### src/rtl/cpu_pkg.sv
`default_nettype none
// ============================================================================
// Module      : cpu_pkg
// Description : Shared constants, next-PC select codes and PC helper functions
//               for the MIPS pipeline front end.
// Revision    : 1.0 - initial release
// ============================================================================
package cpu_pkg;

    localparam logic [31:0] c_reset_pc = 32'h8000_0000;
    localparam logic [31:0] c_illop_pc = 32'h8000_0004;
    localparam logic [31:0] c_xadr_pc  = 32'h8000_0008;
    localparam logic [31:0] c_nop      = 32'h0000_0000;

    typedef enum logic [2:0] {
        SEL_SEQ   = 3'd0,
        SEL_BR    = 3'd1,
        SEL_J     = 3'd2,
        SEL_JR    = 3'd3,
        SEL_ILLOP = 3'd4,
        SEL_XADR  = 3'd5,
        SEL_HOLD  = 3'd6
    } next_pc_sel_e;

    // The supervisor bit rides along untouched; the low 31 bits wrap.
    function automatic logic [31:0] f_seq_pc(input logic [31:0] pc);
        return {pc[31], pc[30:0] + 31'd4};
    endfunction

    function automatic logic [31:0] f_branch_target(input logic [31:0] pc,
                                                     input logic [31:0] target);
        return {pc[31], target[30:0]};
    endfunction

    function automatic logic [31:0] f_jump_target(input logic [31:0] pc,
                                                   input logic [25:0] idx);
        return {pc[31:28], idx, 2'b00};
    endfunction

endpackage : cpu_pkg
`default_nettype wire

### src/rtl/if_next_pc.sv
`default_nettype none
// ============================================================================
// Module      : if_next_pc
// Description : Combinational next-PC priority mux for the fetch stage; also
//               reports the IF/ID flush and interrupt-take decisions.
// Revision    : 1.0 - initial release
// ============================================================================
module if_next_pc
    import cpu_pkg::*;
#(
    parameter logic [31:0] ILLOP_PC = c_illop_pc,
    parameter logic [31:0] XADR_PC  = c_xadr_pc
) (
    input  logic [31:0]  i_pc,
    input  logic         i_stall,
    input  logic         i_id_jump,
    input  logic [25:0]  i_id_jump_idx,
    input  logic         i_id_jr,
    input  logic [31:0]  i_id_jr_target,
    input  logic         i_ex_branch_taken,
    input  logic [31:0]  i_ex_branch_target,
    input  logic         i_id_exception,
    input  logic         i_irq,
    output logic [31:0]  o_next_pc,
    output next_pc_sel_e o_sel,
    output logic         o_flush,
    output logic         o_irq_take
);

    logic w_redirect;
    logic w_unused_br_bit;

    // Branch bit 31 is replaced by the current supervisor bit.
    assign w_unused_br_bit = i_ex_branch_target[31];

    assign w_redirect = i_id_exception | i_ex_branch_taken | i_id_jr | i_id_jump;
    assign o_irq_take = i_irq & ~i_pc[31] & ~i_stall & ~w_redirect;

    always_comb begin
        o_next_pc = f_seq_pc(i_pc);
        o_sel     = SEL_SEQ;
        o_flush   = 1'b0;
        if (i_id_exception) begin
            o_next_pc = ILLOP_PC;
            o_sel     = SEL_ILLOP;
            o_flush   = 1'b1;
        end else if (i_ex_branch_taken) begin
            o_next_pc = f_branch_target(i_pc, i_ex_branch_target);
            o_sel     = SEL_BR;
            o_flush   = 1'b1;
        end else if (i_stall) begin
            o_next_pc = i_pc;
            o_sel     = SEL_HOLD;
        end else if (i_id_jr) begin
            o_next_pc = i_id_jr_target;
            o_sel     = SEL_JR;
            o_flush   = 1'b1;
        end else if (i_id_jump) begin
            o_next_pc = f_jump_target(i_pc, i_id_jump_idx);
            o_sel     = SEL_J;
            o_flush   = 1'b1;
        end else if (o_irq_take) begin
            o_next_pc = XADR_PC;
            o_sel     = SEL_XADR;
        end
    end

endmodule : if_next_pc
`default_nettype wire

### src/rtl/if_fetch_stage.sv
`default_nettype none
// ============================================================================
// Module      : if_fetch_stage
// Description : MIPS instruction-fetch stage: PC register, ROM address and
//               IF/ID pipeline register with stall, flush and IRQ bubbles.
// Revision    : 1.0 - initial release
// ============================================================================
module if_fetch_stage
    import cpu_pkg::*;
#(
    parameter logic [31:0] RESET_PC = c_reset_pc,
    parameter logic [31:0] ILLOP_PC = c_illop_pc,
    parameter logic [31:0] XADR_PC  = c_xadr_pc
) (
    input  logic        clk,
    input  logic        reset,
    output logic [31:0] rom_addr,
    input  logic [31:0] rom_data,
    input  logic        stall,
    input  logic        id_jump,
    input  logic [25:0] id_jump_idx,
    input  logic        id_jr,
    input  logic [31:0] id_jr_target,
    input  logic        ex_branch_taken,
    input  logic [31:0] ex_branch_target,
    input  logic        id_exception,
    input  logic        irq,
    output logic [31:0] if_id_instr,
    output logic [31:0] if_id_pc_plus4,
    output logic        if_id_valid,
    output logic        if_id_irq,
    output logic [31:0] pc
);

    logic [31:0]  r_pc;
    logic [31:0]  r_if_id_instr;
    logic [31:0]  r_if_id_pc_plus4;
    logic         r_if_id_valid;
    logic         r_if_id_irq;

    logic [31:0]  w_next_pc;
    logic [31:0]  w_seq_pc;
    next_pc_sel_e w_sel;
    logic         w_flush;
    logic         w_irq_take;

    assign w_seq_pc = f_seq_pc(r_pc);

    if_next_pc #(
        .ILLOP_PC (ILLOP_PC),
        .XADR_PC  (XADR_PC)
    ) u_next_pc (
        .i_pc               (r_pc),
        .i_stall            (stall),
        .i_id_jump          (id_jump),
        .i_id_jump_idx      (id_jump_idx),
        .i_id_jr            (id_jr),
        .i_id_jr_target     (id_jr_target),
        .i_ex_branch_taken  (ex_branch_taken),
        .i_ex_branch_target (ex_branch_target),
        .i_id_exception     (id_exception),
        .i_irq              (irq),
        .o_next_pc          (w_next_pc),
        .o_sel              (w_sel),
        .o_flush            (w_flush),
        .o_irq_take         (w_irq_take)
    );

    always_ff @(posedge clk or negedge reset) begin
        if (!reset) begin
            r_pc <= RESET_PC;
        end else if (w_sel != SEL_HOLD) begin
            r_pc <= w_next_pc;
        end
    end

    always_ff @(posedge clk or negedge reset) begin
        if (!reset) begin
            r_if_id_instr    <= c_nop;
            r_if_id_pc_plus4 <= 32'h0;
            r_if_id_valid    <= 1'b0;
            r_if_id_irq      <= 1'b0;
        end else if (w_flush) begin
            r_if_id_instr    <= c_nop;
            r_if_id_pc_plus4 <= w_seq_pc;
            r_if_id_valid    <= 1'b0;
            r_if_id_irq      <= 1'b0;
        end else if (w_irq_take) begin
            // Bubble carries the return point of the instruction left unfetched.
            r_if_id_instr    <= c_nop;
            r_if_id_pc_plus4 <= w_seq_pc;
            r_if_id_valid    <= 1'b0;
            r_if_id_irq      <= 1'b1;
        end else if (w_sel == SEL_SEQ) begin
            r_if_id_instr    <= rom_data;
            r_if_id_pc_plus4 <= w_seq_pc;
            r_if_id_valid    <= 1'b1;
            r_if_id_irq      <= 1'b0;
        end
    end

    assign pc             = r_pc;
    assign rom_addr       = r_pc;
    assign if_id_instr    = r_if_id_instr;
    assign if_id_pc_plus4 = r_if_id_pc_plus4;
    assign if_id_valid    = r_if_id_valid;
    assign if_id_irq      = r_if_id_irq;

endmodule : if_fetch_stage
`default_nettype wire

### config.mk
export PLATFORM = sky130hd
export DESIGN_NAME = if_fetch_stage
export DESIGN_NICKNAME = d
export VERILOG_FILES = /design/src/rtl/cpu_pkg.sv /design/src/rtl/if_next_pc.sv /design/src/rtl/if_fetch_stage.sv
export SDC_FILE = /design/constraint.sdc
export NUM_CORES = 1
export LEC_CHECK = 0
export ABC_AREA = 1
export CAP_MARGIN = 20
export CORE_ASPECT_RATIO = 0.5
export CORE_MARGIN = 3
export CORE_UTILIZATION = 35
export DETAILED_ROUTE_END_ITERATION = 12
export MAX_ROUTING_LAYER = met4
export PLACE_DENSITY = 0.63
export SYNTH_ARGS = -nofsm -noshare
export SYNTH_HDL_FRONTEND = slang
export SYNTH_HIERARCHICAL = 1
export SYNTH_SLANG_ARGS = --single-unit
export TNS_END_PERCENT = 1
### constraint.sdc
create_clock -name clk -period 2.23 [get_ports clk]
set_input_delay 0.223 -clock clk [delete_from_list [all_inputs] [get_ports clk]]
set_output_delay 0.223 -clock clk [all_outputs]
set_load 0.01 [all_outputs]
# After elaboration in Yosys (flattened, before gate mapping)

Index checks and enable logic that the tools add are counted.

Register bits after elaboration: 98
Input bits: 130
Output and inout port bits: 130
Logic and storage cells: 58

Add/subtract/negate cells: 1
Equality and inequality tests: 6
Multiplexer cells: 29
Bitwise operators: 9
Reduce and logical (&&, ||, !) cells: 6

Operator list:

| cell                                                  | number |
|---|---|
| two-way mux 32 bit                                    | 12 |
| adder 31 x 3 -> 31 bit, second input constant         | 1 |
| two-way mux 3 bit                                     | 6 |
| two-way mux 1 bit                                     | 11 |
| inequality test 3 x 1 -> 1 bit, second input constant | 2 |
| nonzero test 3 bit                                    | 2 |
| AND reduction 5 bit                                   | 1 |
| inequality test 2 x 1 -> 1 bit, second input constant | 2 |
| inequality test 4 x 1 -> 1 bit, second input constant | 1 |
| bitwise AND 1 bit                                     | 3 |
| zero test 3 bit                                       | 1 |
| inequality test 3 bit, second input constant          | 1 |
| NOT 1 bit                                             | 3 |
| bitwise OR 1 bit                                      | 3 |
| AND reduction 3 bit                                   | 1 |
| AND reduction 2 bit                                   | 1 |

# Depth between registers and ports, before layout

Word-level depth: 15
Gate-level depth with buffers: 12
Gate-level depth less buffers: 12

# Cells and area by module

Netlist, hierarchy kept.

Modules (own cells, without submodules):

| module         | instances | cells an instance | area each (um2) | sequential area each (um2) |
|---|---|---|---|---|
| if_fetch_stage | 1         | 573               | 4767.1          | 2453.6 |
| if_next_pc     | 1         | 363               | 1963.1          | 0.0 |

# Least setup slack after synthesis

OpenSTA, ideal clock, no wires.

Kind: reg-to-reg
Start: register r_pc[31] (netlist: pc[31])
End: register r_pc[10] (netlist: pc[10])
Setup time: 125 ps
Arrival: 1898 ps
Data required time: 2105 ps
Slack: 207 ps
Cell stages (with the launch flop): 10
Path buffers: 1
Period minus slack after synthesis: 2023 ps
Path through: dfstp_2 nor2_1 nand3_4 nor2_2 inv_1 a21oi_1 nor2_1 nand2_2 buf_2 mux2_2

Cells in the longest elaborated chain, start to end: 12
Elaborated cells on any way between the ends: 18
Those cells by class: eq/ne (1); mux (12); bitwise (4); reduce/logical (1)

Ends and longest elaborated chain:

| element                              | line                 | source |
|---|---|---|
| start: declaration                   | if_fetch_stage.sv:35 | `logic [31:0] r_pc;` |
| start signal: assignment             | if_fetch_stage.sv:73 | `r_pc <= w_next_pc;` |
| NOT 1 bit                            | if_next_pc.sv:37     | `assign o_irq_take = i_irq & ~i_pc[31] & ~i_stall & ~w_redirect;` |
| bitwise AND 1 bit (3 in a row)       | if_next_pc.sv:37     |  |
| net w_irq_take                       | if_fetch_stage.sv:45 | `logic w_irq_take;` |
| two-way mux 3 bit                    | if_next_pc.sv:62     | `end else if (o_irq_take) begin` |
| two-way mux 3 bit                    | if_next_pc.sv:58     | `end else if (i_id_jump) begin` |
| two-way mux 3 bit                    | if_next_pc.sv:54     | `end else if (i_id_jr) begin` |
| two-way mux 3 bit                    | if_next_pc.sv:51     | `end else if (i_stall) begin` |
| two-way mux 3 bit                    | if_next_pc.sv:47     | `end else if (i_ex_branch_taken) begin` |
| two-way mux 3 bit                    | if_next_pc.sv:43     | `if (i_id_exception) begin` |
| net w_sel[0]                         | if_fetch_stage.sv:43 | `next_pc_sel_e w_sel;` |
| inequality test 3 bit                | if_fetch_stage.sv:72 | `end else if (w_sel != SEL_HOLD) begin` |
| AND reduction 2 bit (no source line) | --                   |  |

The timed path passes the listed nets, and every way through them passes these cells. The select of a mux whose other input is x is not followed.
A chain may end at the register's enable or synchronous reset.

# Worst setup path after layout

Start: register r_pc[12] (netlist: pc[12])
End: register r_pc[29] (netlist: pc[29])

Cells in the longest elaborated chain, start to end: 7

Ends and longest elaborated chain:

| element                | line                 | source |
|---|---|---|
| adder 31 x 3 -> 31 bit | cpu_pkg.sv:27        | `return {pc[31], pc[30:0] + 31'd4};` |
| two-way mux 32 bit     | if_next_pc.sv:62     |  |
| two-way mux 32 bit     | if_next_pc.sv:58     |  |
| two-way mux 32 bit     | if_next_pc.sv:54     |  |
| two-way mux 32 bit     | if_next_pc.sv:51     |  |
| two-way mux 32 bit     | if_next_pc.sv:47     |  |
| two-way mux 32 bit     | if_next_pc.sv:43     |  |
| net w_next_pc[29]      | if_fetch_stage.sv:41 | `logic [31:0] w_next_pc;` |

The timed path passes the listed nets, and every way through them passes these cells. The select of a mux whose other input is x is not followed.

==> qor.yml <==
status:
  outcome: "finished, final reports clean"
floorplan:
  io_pins: 260
  start_util_pct: 36.16
  core-area_mm2: 0.01861
  fp.dieW_um: 202.1
  num_rows: 35
  dieArea_mm2: 0.02103
  fp.dieH_um: 104.1
sta:
  slew_violations: 0
  worst_pin_slew_ns: 0.6363
  relSlewSlack_pct: 57.58
  whs_ns: 0.4176
  fmax_mhz: 492.2
  setup_viol: 0
  rsz0062_at_grt: "false"
  setup_ws_ns: 0.1982
  setup_tns_ns: 0
  post-route-period-util_pct: 91.11
  skew_ns: 0.009962
  period_minus_slack_ns: 2.032
  hold_viol_final: 0
routing:
  dr_wl_met3_um: 1472
  finalWirelength_um: 25450
  first_iter_violations: 504
  met1_length_um: 11890
  vias_per_cell: 5.063
  drc: 0
  topRoutingLayerUsed: "met4"
  via_count: 7341
  routed-wl-met2_um: 11890
  drt-wirelength-per-cell_um: 17.55
  dr.pass1.iters: 5
  drtAntennaViolNets: 0
clocking:
  cts.htree.levels: 3
  cts_buffers: 9
  cts.clk_slew.worst_paths_ns: 0.08
  clock_latency_ns: 0.35
  cts_tree: "done"
  clockBufferDepth: 2
  clock-sinks: 98
  post_cts_resized: 0
  ctsRootBufferMaster: "clkbuf_16"
layout:
  syn2layout_area_growth_pct: 47.82
  drive_above_1_share_pct: 11.50
  regArea_mm2: 0.002454
  layout.cells.non_filler: 1450
  nNetsFinal: 1318
  multi_input_area_mm2: 0.003512
  diodes: 0
  nFillCells: 1827
synthesis:
  synth_area_mm2: 0.006730
  synthesis.nets: 1068
  syn_avg_cell_area_um2: 7.190
  seq_area_frac_synth_pct: 36.46
  ys_ff_latch: 98
  synth.distinct_cells: 40
  yosys_warnings: 6
  netlist_instances: 936
power:
  peakVddDrop_mv: 0.3429
  p_leak_nw: 4.397
  p_per_area_mw_per_mm2: 532.4
  total_power_mw: 5.297
global_route:
  track_usage_pct: 24.88
  grt_max_degree: 48
  grt_first_pass_wirelength_um: 40330
  gr-total-overflow: 0
  grt_pass1_vias: 7146
  antenna_found_initial: 0
placed_design:
  place_inst: 1433
  hpwlAfterDp_um: 20110
  gp_congestion: 0.9214
  port_buffers: 258
  pre_cts_ws_ns: -0.01750
critical_path:
  crit_arrival_ns: 2.30
  criticalPathCategory: "flop to flop"
  cp_max_fo: 11
  worstSetupStartpointType: "flop"
  setup.worst_path.end_class: "flop"
  cp_data_required_time_ns: 2.50
flow_run:
  maxCapViolCount: 0
min_path:
  hp-class: "input pin to flop"
## through the flow
step,instance area (µm²),util (%)
CTS,9948,53.45
global route,9948,53.45
global placement,9628,51.73
detailed placement,9628,51.73
finish,9948,53.45
floorplan,6730,-
## placed cells by master (no fill, tap or decap), drive strengths merged
cell type and n:
nand2 313, clkdlybuf4s50 257, nand3 98, dfrtp 97, nor2 92, inv 79, buf 54, o21ai 52
a21oi 39, o221ai 27, a221oi 22, mux2 11, clkbuf 9, nand4 7, xor2 5, a31oi 4
nor3 4, and2 3, xnor2 2, ha 2, clkinvlp 2, a21o 2, o211ai 2, clkinv 1
bufinv 1, dlygate4sd3 1, dfstp 1, or2 1, a41oi 1, a22oi 1, nor4 1
## area by class of cell
| cell class | count | area share [%] |
|---|---|---|
| sequential | 98 | 24.66 |
| clock buffer | 9 | 2.264 |
| inverter | 76 | 2.868 |
| clock inverter | 7 | 0.8552 |
| timing repair buffer | 312 | 30.79 |
| multi-input combinational | 689 | 35.30 |
| tap | 259 | 3.257 |
## final timing paths
path | slack, ns | start | endpoint | cells after the start
min in group asynchronous | 0.43 | reset | if_id_instr[10] | 2
min | 0.42 | rom_data[10] | if_id_instr[10] | 3
min reg2reg | 0.47 | if_id_pc_plus4[31] | if_id_pc_plus4[31] | 2
max reg2reg | 0.20 | pc[12] | pc[29] | 10
max in group asynchronous | 1.13 | reset | if_id_pc_plus4[20] | 3
max | 0.20 | pc[12] | pc[29] | 10
## cells in the mapped netlist, drive strengths merged
| master | count | area [µm²] |
|---|---|---|
| buf | 62 | 440.4 |
| nor4 | 1 | 6.260 |
| o221ai | 27 | 236.5 |
| mux2 | 11 | 123.9 |
| inv | 76 | 285.3 |
| nor3 | 4 | 25.02 |
| dfrtp | 97 | 2427 |
| xnor2 | 2 | 17.52 |
| o211ai | 2 | 15.01 |
| a21o | 2 | 15.01 |
| clkbuf | 11 | 41.29 |
| a221oi | 22 | 192.7 |
| nand3 | 98 | 508.0 |
| or2 | 1 | 6.260 |
| nor2 | 92 | 498.0 |
| nand4 | 7 | 43.79 |
| a31oi | 4 | 25.02 |
| a41oi | 1 | 8.760 |
| and2 | 3 | 18.77 |
| a21oi | 39 | 202.7 |
| nand2 | 313 | 1230 |
| a22oi | 1 | 7.510 |
| o21ai | 52 | 260.3 |
| ha | 2 | 25.02 |
| dfstp | 1 | 26.28 |
| xor2 | 5 | 43.79 |
## worst max-delay path, cell delays in order, from the launching register on
cell and delay [ns]:
dfrtp_1 0.62, nand2_1 0.19, nor2_4 0.22, nand2_2 0.15
nor2_8 0.16, nand3_1 0.09, nand2_1 0.07, nand3_1 0.14
a21oi_2 0.18, nand2_1 0.06, o21ai_0 0.06
## registers in the layout, indices dropped and copies added, names as in the netlist
register and cells:
if_id_pc_plus4 32, if_id_irq 1, pc 32, if_id_valid 1
if_id_instr 32
## power by group
group | leakage (nW) | switching (mW) | internal [mW]
sequential | 1.28 | 0.177 | 1.93
clock | 0.146 | 0.739 | 0.892
combinational | 2.97 | 0.743 | 0.819
total | 4.40 | 1.66 | 3.64
## cells by family after synthesis
kind of cell               count (synthesis)  synth area share (%)
and+or+nand+nor                          519                 34.71
AOI/OAI and AO/OA                        150                 14.31
buffers and inverters                    149                 11.40
DFF                                       98                 36.46
muxes                                     11                 1.841
xor gates and xnor gates                   7                0.9110
adders and majority gates                  2                0.3718
## metal layers
layer / vias to the layer above / GRT usage [%]
li1: 3595 / -
met1: 3512 / 33.96
met2: 213 / 39.81
met3: 21 / 4.439
met4: 0 / 3.753
met5: - / -
## repair_timing
action,in CTS,in global routing
setup buffers,0,0
endpoints found under the hold margin,43,0
hold buffers,1,0
No activity file was read; power rests on OpenSTA's default activity.
